<file path="src/rtl/gyro_spi_poller.sv">
// Autonomous AXI-lite master: each poll period it starts an SPI read, polls busy,
// fetches the received word and streams its low 16 bits out as a gyro sample.
module gyro_spi_poller #(
  parameter int unsigned   AW        = 4,
  parameter int unsigned   DW        = 32,
  parameter logic [AW-1:0] CTRL_ADDR = AW'(4'h0),
  parameter logic [AW-1:0] STAT_ADDR = AW'(4'h4),
  parameter logic [AW-1:0] RXD_ADDR  = AW'(4'h8),
  parameter int unsigned   BUSY_BIT  = 0,
  parameter logic [DW-1:0] CMD_WORD  = DW'(32'h0000_8000),
  parameter int unsigned   POLL_DIV  = 1000,
  parameter int unsigned   MAX_POLLS = 255
) (
  input  logic            clk,
  input  logic            rstn,
  input  logic            enable,
  input  logic            err_clr,
  output logic            sample_valid,
  output logic [15:0]     sample_data,
  input  logic            sample_ready,
  output logic            overrun,
  output logic            err,
  output logic            m_awvalid,
  input  logic            m_awready,
  output logic [AW-1:0]   m_awaddr,
  output logic [2:0]      m_awprot,
  output logic            m_wvalid,
  input  logic            m_wready,
  output logic [DW-1:0]   m_wdata,
  output logic [DW/8-1:0] m_wstrb,
  input  logic            m_bvalid,
  output logic            m_bready,
  input  logic [1:0]      m_bresp,
  output logic            m_arvalid,
  input  logic            m_arready,
  output logic [AW-1:0]   m_araddr,
  output logic [2:0]      m_arprot,
  input  logic            m_rvalid,
  output logic            m_rready,
  input  logic [DW-1:0]   m_rdata,
  input  logic [1:0]      m_rresp
);

  localparam int unsigned CW = (POLL_DIV > 1) ? $clog2(POLL_DIV) : 1;
  localparam int unsigned PW = (MAX_POLLS > 0) ? $clog2(MAX_POLLS + 1) : 1;
  localparam int unsigned SW = 16;

  typedef enum logic [2:0] {
    S_IDLE, S_WAIT_TICK, S_WR, S_B, S_AR_S, S_R_S, S_AR_D, S_R_D
  } state_t;

  state_t          state, state_n;
  logic [CW-1:0]   cnt;
  logic            cnt_run;
  logic            tick_c;
  logic            pending, pending_n;
  logic [PW-1:0]   poll_cnt, poll_cnt_n;
  logic            awvalid_n, wvalid_n, bready_n, arvalid_n, rready_n;
  logic [AW-1:0]   awaddr_n, araddr_n;
  logic [DW-1:0]   wdata_n;
  logic            sample_valid_n, overrun_n, err_n;
  logic [SW-1:0]   sample_data_n;
  logic            aw_left_c, w_left_c;
  state_t          exit_state_c;
  logic            unused_rdata_c;

  assign m_awprot = 3'b000;
  assign m_arprot = 3'b000;
  assign m_wstrb  = '1;
  assign unused_rdata_c = ^m_rdata;

  // Poll-period divider: loads on enable, ticks for one cycle at zero and reloads.
  always_ff @(posedge clk or negedge rstn) begin
    if (!rstn) begin
      cnt     <= '0;
      cnt_run <= 1'b0;
    end else if (!enable) begin
      cnt     <= '0;
      cnt_run <= 1'b0;
    end else if (!cnt_run || cnt == '0) begin
      cnt     <= CW'(POLL_DIV - 1);
      cnt_run <= 1'b1;
    end else begin
      cnt     <= cnt - CW'(1);
    end
  end

  assign tick_c = enable && cnt_run && (cnt == '0);

  // State and all registered outputs.
  always_ff @(posedge clk or negedge rstn) begin
    if (!rstn) begin
      state        <= S_IDLE;
      pending      <= 1'b0;
      poll_cnt     <= '0;
      m_awvalid    <= 1'b0;
      m_awaddr     <= '0;
      m_wvalid     <= 1'b0;
      m_wdata      <= '0;
      m_bready     <= 1'b0;
      m_arvalid    <= 1'b0;
      m_araddr     <= '0;
      m_rready     <= 1'b0;
      sample_valid <= 1'b0;
      sample_data  <= '0;
      overrun      <= 1'b0;
      err          <= 1'b0;
    end else begin
      state        <= state_n;
      pending      <= pending_n;
      poll_cnt     <= poll_cnt_n;
      m_awvalid    <= awvalid_n;
      m_awaddr     <= awaddr_n;
      m_wvalid     <= wvalid_n;
      m_wdata      <= wdata_n;
      m_bready     <= bready_n;
      m_arvalid    <= arvalid_n;
      m_araddr     <= araddr_n;
      m_rready     <= rready_n;
      sample_valid <= sample_valid_n;
      sample_data  <= sample_data_n;
      overrun      <= overrun_n;
      err          <= err_n;
    end
  end

  // Sequencer: write command, poll status, read data, then back to waiting.
  always_comb begin
    state_n        = state;
    pending_n      = pending;
    poll_cnt_n     = poll_cnt;
    awvalid_n      = m_awvalid;
    awaddr_n       = m_awaddr;
    wvalid_n       = m_wvalid;
    wdata_n        = m_wdata;
    bready_n       = m_bready;
    arvalid_n      = m_arvalid;
    araddr_n       = m_araddr;
    rready_n       = m_rready;
    sample_valid_n = sample_valid && !sample_ready;
    sample_data_n  = sample_data;
    overrun_n      = 1'b0;
    err_n          = err && !err_clr;
    aw_left_c      = m_awvalid && !m_awready;
    w_left_c       = m_wvalid && !m_wready;
    exit_state_c   = enable ? S_WAIT_TICK : S_IDLE;

    if (!enable) begin
      pending_n = 1'b0;
    end else if (tick_c && state != S_WAIT_TICK) begin
      pending_n = 1'b1;
    end

    case (state)
      S_IDLE: begin
        if (enable) state_n = S_WAIT_TICK;
      end
      S_WAIT_TICK: begin
        if (!enable) begin
          state_n = S_IDLE;
        end else if (tick_c || pending) begin
          pending_n  = 1'b0;
          poll_cnt_n = '0;
          awvalid_n  = 1'b1;
          awaddr_n   = CTRL_ADDR;
          wvalid_n   = 1'b1;
          wdata_n    = CMD_WORD;
          state_n    = S_WR;
        end
      end
      S_WR: begin
        // Each channel drops its valid independently after its own handshake.
        awvalid_n = aw_left_c;
        wvalid_n  = w_left_c;
        if (!aw_left_c && !w_left_c) begin
          bready_n = 1'b1;
          state_n  = S_B;
        end
      end
      S_B: begin
        if (m_bvalid) begin
          bready_n = 1'b0;
          if (m_bresp != 2'b00) begin
            err_n   = 1'b1;
            state_n = exit_state_c;
          end else begin
            arvalid_n = 1'b1;
            araddr_n  = STAT_ADDR;
            state_n   = S_AR_S;
          end
        end
      end
      S_AR_S: begin
        if (m_arready) begin
          arvalid_n = 1'b0;
          rready_n  = 1'b1;
          state_n   = S_R_S;
        end
      end
      S_R_S: begin
        if (m_rvalid) begin
          rready_n = 1'b0;
          if (m_rresp != 2'b00) begin
            err_n   = 1'b1;
            state_n = exit_state_c;
          end else if (m_rdata[BUSY_BIT]) begin
            if (32'(poll_cnt) < MAX_POLLS) begin
              poll_cnt_n = poll_cnt + PW'(1);
              arvalid_n  = 1'b1;
              araddr_n   = STAT_ADDR;
              state_n    = S_AR_S;
            end else begin
              err_n   = 1'b1;
              state_n = exit_state_c;
            end
          end else begin
            arvalid_n = 1'b1;
            araddr_n  = RXD_ADDR;
            state_n   = S_AR_D;
          end
        end
      end
      S_AR_D: begin
        if (m_arready) begin
          arvalid_n = 1'b0;
          rready_n  = 1'b1;
          state_n   = S_R_D;
        end
      end
      S_R_D: begin
        if (m_rvalid) begin
          rready_n = 1'b0;
          if (m_rresp == 2'b00) begin
            // Newest sample wins; flag loss only if the old one was not taken now.
            sample_data_n  = m_rdata[SW-1:0];
            sample_valid_n = 1'b1;
            overrun_n      = sample_valid && !sample_ready;
          end else begin
            err_n = 1'b1;
          end
          state_n = exit_state_c;
        end
      end
      default: state_n = S_IDLE;
    endcase
  end

endmodule
</file>
<file path="config.mk">
export PLATFORM = sky130hd
export DESIGN_NAME = gyro_spi_poller
export DESIGN_NICKNAME = d
export VERILOG_FILES = /design/src/rtl/gyro_spi_poller.sv
export SDC_FILE = /design/constraint.sdc
export NUM_CORES = 1
export LEC_CHECK = 0
export ABC_CLOCK_PERIOD_IN_PS = 2000
export BUFFER_PORTS_ARGS = -buffer_cell sky130_fd_sc_hd__buf_2
export CORE_ASPECT_RATIO = 1.5
export CORE_MARGIN = 5
export CORE_UTILIZATION = 43
export CTS_CLUSTER_SIZE = 30
export DETAILED_ROUTE_END_ITERATION = 7
export GPL_ROUTABILITY_DRIVEN = 1
export HOLD_SLACK_MARGIN = 0.08
export PLACE_DENSITY = 0.76
export SKIP_CTS_REPAIR_TIMING = 1
export SLEW_MARGIN = 10
export SYNTH_ARGS = -nofsm -noshare
export SYNTH_HDL_FRONTEND = slang
export SYNTH_SLANG_ARGS = --single-unit
</file>
<file path="constraint.sdc">
create_clock -name clk -period 2 [get_ports clk]
set_input_delay 0.4 -clock clk [delete_from_list [all_inputs] [get_ports clk]]
set_output_delay 0.4 -clock clk [all_outputs]
set_load 0.03 [all_outputs]
</file>
# After elaboration in Yosys (flattened, before gate mapping)
# Index checks and enable logic that the tools add are counted.
# op_classes
n_addsub	2
n_shift	0
magnitude_cmp	1
multipliers	0
reduce_logical	39
div	0
n_mux	71
n_eq_ne	26
bitwise_logic	0
# op_table
operator	count
$mux W8	6
$mux W3	13
$mux W1	35
$ne A2 B2 Y1 const B	13
$mux W4	6
$pmux W3 S8	1
$mux W10	2
$pmux W8 S2	1
$reduce_and A3 Y1	5
$reduce_and A7 Y1	2
$reduce_bool A2 Y1	7
$eq A3 B3 Y1 const B	4
$logic_not A10 Y1	1
$sub A10 B1 Y10 const B	1
$add A8 B1 Y8 const B	1
$logic_and A1 B1 Y1	8
$lt A8 B8 Y1 const B	1
$pmux W1 S2	4
$pmux W4 S2	1
$reduce_and A8 Y1	1
$logic_not A1 Y1	7
$eq A3 B2 Y1 const B	2
$ne A2 B1 Y1 const B	3
$ne A3 B3 Y1 const B	2
9 further kinds	12
# totals
latchBits	0
rom_bits	0
word_cells	155
ramBits	0
reg_bits	52
output_inout_bits	74
memories	0

# Logic depth before layout (Yosys ltp)
# depth
ltp_word	8
depth_mapped	7
mapped_depth_nobuf	7

# Worst setup path before layout
# No wires, ideal clock.
# synth_timing
path_type	reg2reg
startpoint	register cnt[0]
endpoint	register state[2]
path_slack_ns	0.033
arrival_time_ns	1.845
path_buffers	0
path_stages_with_launch	8
path_cell_list	dfrtp_1 > inv_1 > ha_1 > nor4b_2 > and4_4 > or4_1 > and3b_1 > a32o_1
# synth_between
elab_chain_cells	5
# synth_rtl
element	line_no	text
start: declaration	53	logic [CW-1:0] cnt;
start signal: assignment	81	cnt <= CW'(POLL_DIV - 1);
start signal: assignment	84	cnt <= cnt - CW'(1);
$logic_not A10 Y1	88	assign tick_c = enable && cnt_run && (cnt == '0);
$logic_and A1 B1 Y1	88	
$logic_or A1 B1 Y1	161	end else if (tick_c || pending) begin
$ne A3 B3 Y1 (no line)	n/a	
$reduce_and A8 Y1 (no line)	n/a	
end signal: assignment	109	state <= state_n;
end: declaration	52	state_t state, state_n;
# No other way between the ends.
# A chain may end at the register's enable or synchronous reset.

# Worst setup path after layout
# layout_timing
startpoint	register cnt[1]
endpoint	register state[2]
# The elaborated chain is that of the path after synthesis.

==> run_results.csv <==
group,metric,value,unit
global_route,grt.overflow.total,0,
synth,synth_area_per_cell,10.0,sq um
cts,cts_tree,"yes",
place,portBuffers,56,
pwr,p_clk_share,19.0,%
detailed_routing,dr.pass1.iters,6,
setup_path,cp_slowest_stage_delay,0.47,ns
synth,synth_async_sr_flop_share,100,%
pwr,netSwitchingPower,1.29,mW
cts,numCtsBuffers,5,
final_layout,antenna_cells,0,
synth,synth_top_cell_by_area,"dfrtp_1",
timing,finalSetupViolCount,0,
timing,period_share,93.9,%
global_route,grtUsageMet1,16.0,%
setup_path,cp-end-kind,"register",
setup_path,critical_path_required,2.21,ns
synth,seq_area_frac_synth,45.2,%
timing,finalHoldViolCount,0,
global_route,use_met3,3.44,%
setup_path,startpoint_type,"register",
timing,fin_setup_tns,0,ns
synth,syn_inst,276,
cts,htreeDepth,2,
synth,synth_flop_cell,"dfrtp_1",
timing,rsz0062_at_grt,"no",
final_layout,seqCellArea,1250,sq um
global_route,top_usage_layer,"met2",
detailed_routing,post_drt_wl_per_cell,13.5,um
global_route,grt_pass1_vias,1893,
global_route,grt_pass1_wl,8580,um
cts,path_clk_slew,0.10,ns
global_route,grt_use_met2,22.9,%
pwr,peakVddDrop,0.458,mV
place,place_congestion,0.905,
setup_path,crit_fanout,3,
pwr,swShare,40.6,%
global_route,grt_max_degree,51,
floorplanning,dieArea,8180,sq um
pwr,total_power,3.18,mW
cts,insertion_delay,0.31,ns
worst_hold_path,hold_path_class,"in -> reg",
cts,clockBufferDepth,2,
detailed_routing,routed_wl,5700,um
synth,yosys-top-cells-area,"dfrtp_1 45%, buf_4 13%, mux2_2 6.5%",
floorplanning,die_w,75.5,um
synth,ys_seq_elements,50,
pwr,powerDensity,990,nW/um^2
synth,synth_area,2770,sq um
final_layout,multi_input_comb_area,1260,sq um
detailed_routing,ant_nets,0,
final_layout,fill_cells,573,
synth,yosysTopAreaCellShare,45.2,%
final_layout,final_area,3210,sq um
detailed_routing,viasPerCell,4.98,
setup_path,cp.arrival,2.08,ns
status,status,"complete, no violations",
place,place_area,3060,sq um
timing,fmax,532,MHz
timing,finalClockSkew,0.0146,ns
floorplanning,coreArea,6220,sq um
floorplanning,rows,35,
synth,ys_warn_count,0,
cts,cts_root_buf,"clkbuf_8",
pwr,leakage,1.68,nW
setup_path,cp_cell_sequence,"inv_2 > ha_4 > nor4b_4 > and4_4 > or4_4 > and3b_1 > a32o_1",
place,dpl.hpwl,4250,um
pwr,power_frac_comb,38.6,%
synth,yosysUniqueCellTypes,44,
pwr,p_int,1.89,mW
run,max_cap_viol_count,0,
pwr,pwr-share-seq,42.4,%
floorplanning,die_h,108,um
cts,cts.sinks,50,
setup_path,critPathKind,"reg -> reg",
synth,synth_edf_count,0,
global_route,grt_usage,13.3,%
detailed_routing,drcViolationCount,0,
detailed_routing,drt_iter0_markers,115,
final_layout,drive_gt1_share,31.5,%
detailed_routing,dr_total_vias,2105,
global_route,grt_antenna_before_repair,0,
timing,final_max_slew_viol_count,0,
timing,period_needed,1.88,ns
floorplanning,start_util,44.5,%
final_layout,area_growth,15.9,%
final_layout,fin_nets,397,
setup_path,slowest_stage,"or4_4",
floorplanning,io_pins,120,
path summary, 6_finish.rpt:
path / start / endpoint / slack [ns] / depth (start not counted)
setup / recovery: cnt[1] / state[2] / 0.12 / 7
hold / removal: m_rdata[14] / sample_data[14] / 0.32 / 2
setup reg to reg: cnt[1] / state[2] / 0.12 / 7
hold reg to reg: m_wdata[15] / m_wdata[15] / 0.47 / 1
max in group asynchronous: rstn / cnt[1] / 1.15 / 3
min in group asynchronous: rstn / m_bready / 0.60 / 3
placed cells by master, fill, tap and decap left out, types with 2 or more instances in the layout:
| master | count |
|---|---|
| and4_1 | 3 |
| buf_2 | 56 |
| nand3_1 | 4 |
| a31oi_1 | 6 |
| xnor2_1 | 6 |
| clkbuf_8 | 5 |
| a32o_1 | 2 |
| or2_2 | 3 |
| a21oi_1 | 12 |
| inv_1 | 16 |
| nand2b_1 | 2 |
| buf_4 | 14 |
| a21boi_0 | 8 |
| mux2_2 | 16 |
| nor3_1 | 9 |
| o21a_1 | 2 |
| buf_12 | 2 |
| or3_1 | 2 |
| and3_1 | 6 |
| o22ai_1 | 2 |
| nor2_1 | 16 |
| conb_1 | 47 |
| o21ai_0 | 9 |
| ha_1 | 2 |
| dfrtp_1 | 50 |
| clkinvlp_4 | 2 |
| inv_2 | 2 |
| o41ai_1 | 2 |
| o31ai_1 | 3 |
| nor2b_1 | 3 |
| a21o_1 | 2 |
| nor4b_4 | 2 |
| nand2_1 | 16 |
stage by stage:
step	worst slack (ns)	cells	hold slack [ns]	util (%)
after floorplan	0.0333	321	0.104	-
after global placement	0.00642	412	0.410	49.2
after detailed placement	-0.0167	412	0.412	49.2
after CTS	-0.0221	420	0.0755	50.7
after global routing	0.00628	423	0.302	51.6
final	0.122	423	0.316	51.6
synthesized netlist by cell type, types with 2 or more instances:
cell type  count
and3_1         6
xnor2_1        6
ha_1           3
and4_1         3
a21o_1         2
a31oi_1        6
nand2_1       16
o41ai_1        2
nor2_1        16
or3_1          2
nand2b_1       2
a21oi_1       12
o31ai_1        3
nor3_1         9
a32o_1         2
nand3_1        4
o21ai_0        9
o21a_1         2
nor2b_1        3
clkbuf_1       3
or2_2          3
buf_4         48
inv_1         18
mux2_2        16
a21boi_0       8
o22ai_1        2
conb_1         2
buf_2          3
dfrtp_1       50
power groups by stage:
stage / sequential (mW) / clock [mW] / combinational (mW)
finish: 1.35 / 0.603 / 1.23
CTS: 1.34 / 0.633 / 1.21
floorplan: 1.55 / 0 / 0.718
global route: 1.37 / 0.673 / 1.34
detailed placement: 1.36 / 0 / 1.20
global placement: 1.35 / 0 / 1.17
cell families (layout without fill, tap and decap cells):
group | after synthesis | count (layout) | synth area share (%)
simple gates | 72 | 72 | 14.6
xor+xnor | 7 | 7 | 2.21
other cells | 2 | 47 | 0.271
flops | 50 | 50 | 45.2
mux | 17 | 17 | 6.87
compound gates | 53 | 53 | 13.1
buf+inv | 72 | 100 | 16.4
fa+ha+maj | 3 | 3 | 1.36
routing by layer:
layer	wire, um	share of wire (%)
met5	0	0
met4	74	1.3
met3	551	9.7
met2	2900	51
met1	2170	38
layout make-up:
cell class,instances,share of cell area [%]
clock buffers,5,2.15
clock inverters,3,0.741
inverters,18,2.11
multi-input cells,199,39.2
flip-flops and latches,50,39.0
well taps,74,2.89
repair buffers,74,13.9
critical path: cells and delay by family (launching register included):
kind / cells / cell delay [ns]
AND/OR/NAND/NOR: 4 / 0.96
buffers and inverters: 1 / 0.06
AO/OA/AOI/OAI: 1 / 0.25
flip-flops: 1 / 0.37
adder cells (fa/ha/maj): 1 / 0.14
registers in the layout, indices dropped and copies added (netlist names):
| name | cells |
|---|---|
| m_bready | 1 |
| sample_data | 16 |
| overrun | 1 |
| err | 1 |
| sample_valid | 1 |
| pending | 1 |
| poll_cnt | 8 |
| cnt_run | 1 |
| m_araddr | 2 |
| m_arvalid | 1 |
| cnt | 10 |
| m_awvalid | 1 |
| m_rready | 1 |
| m_wdata | 1 |
| m_wvalid | 1 |
| state | 3 |
Power figures use the tool's default switching activity.
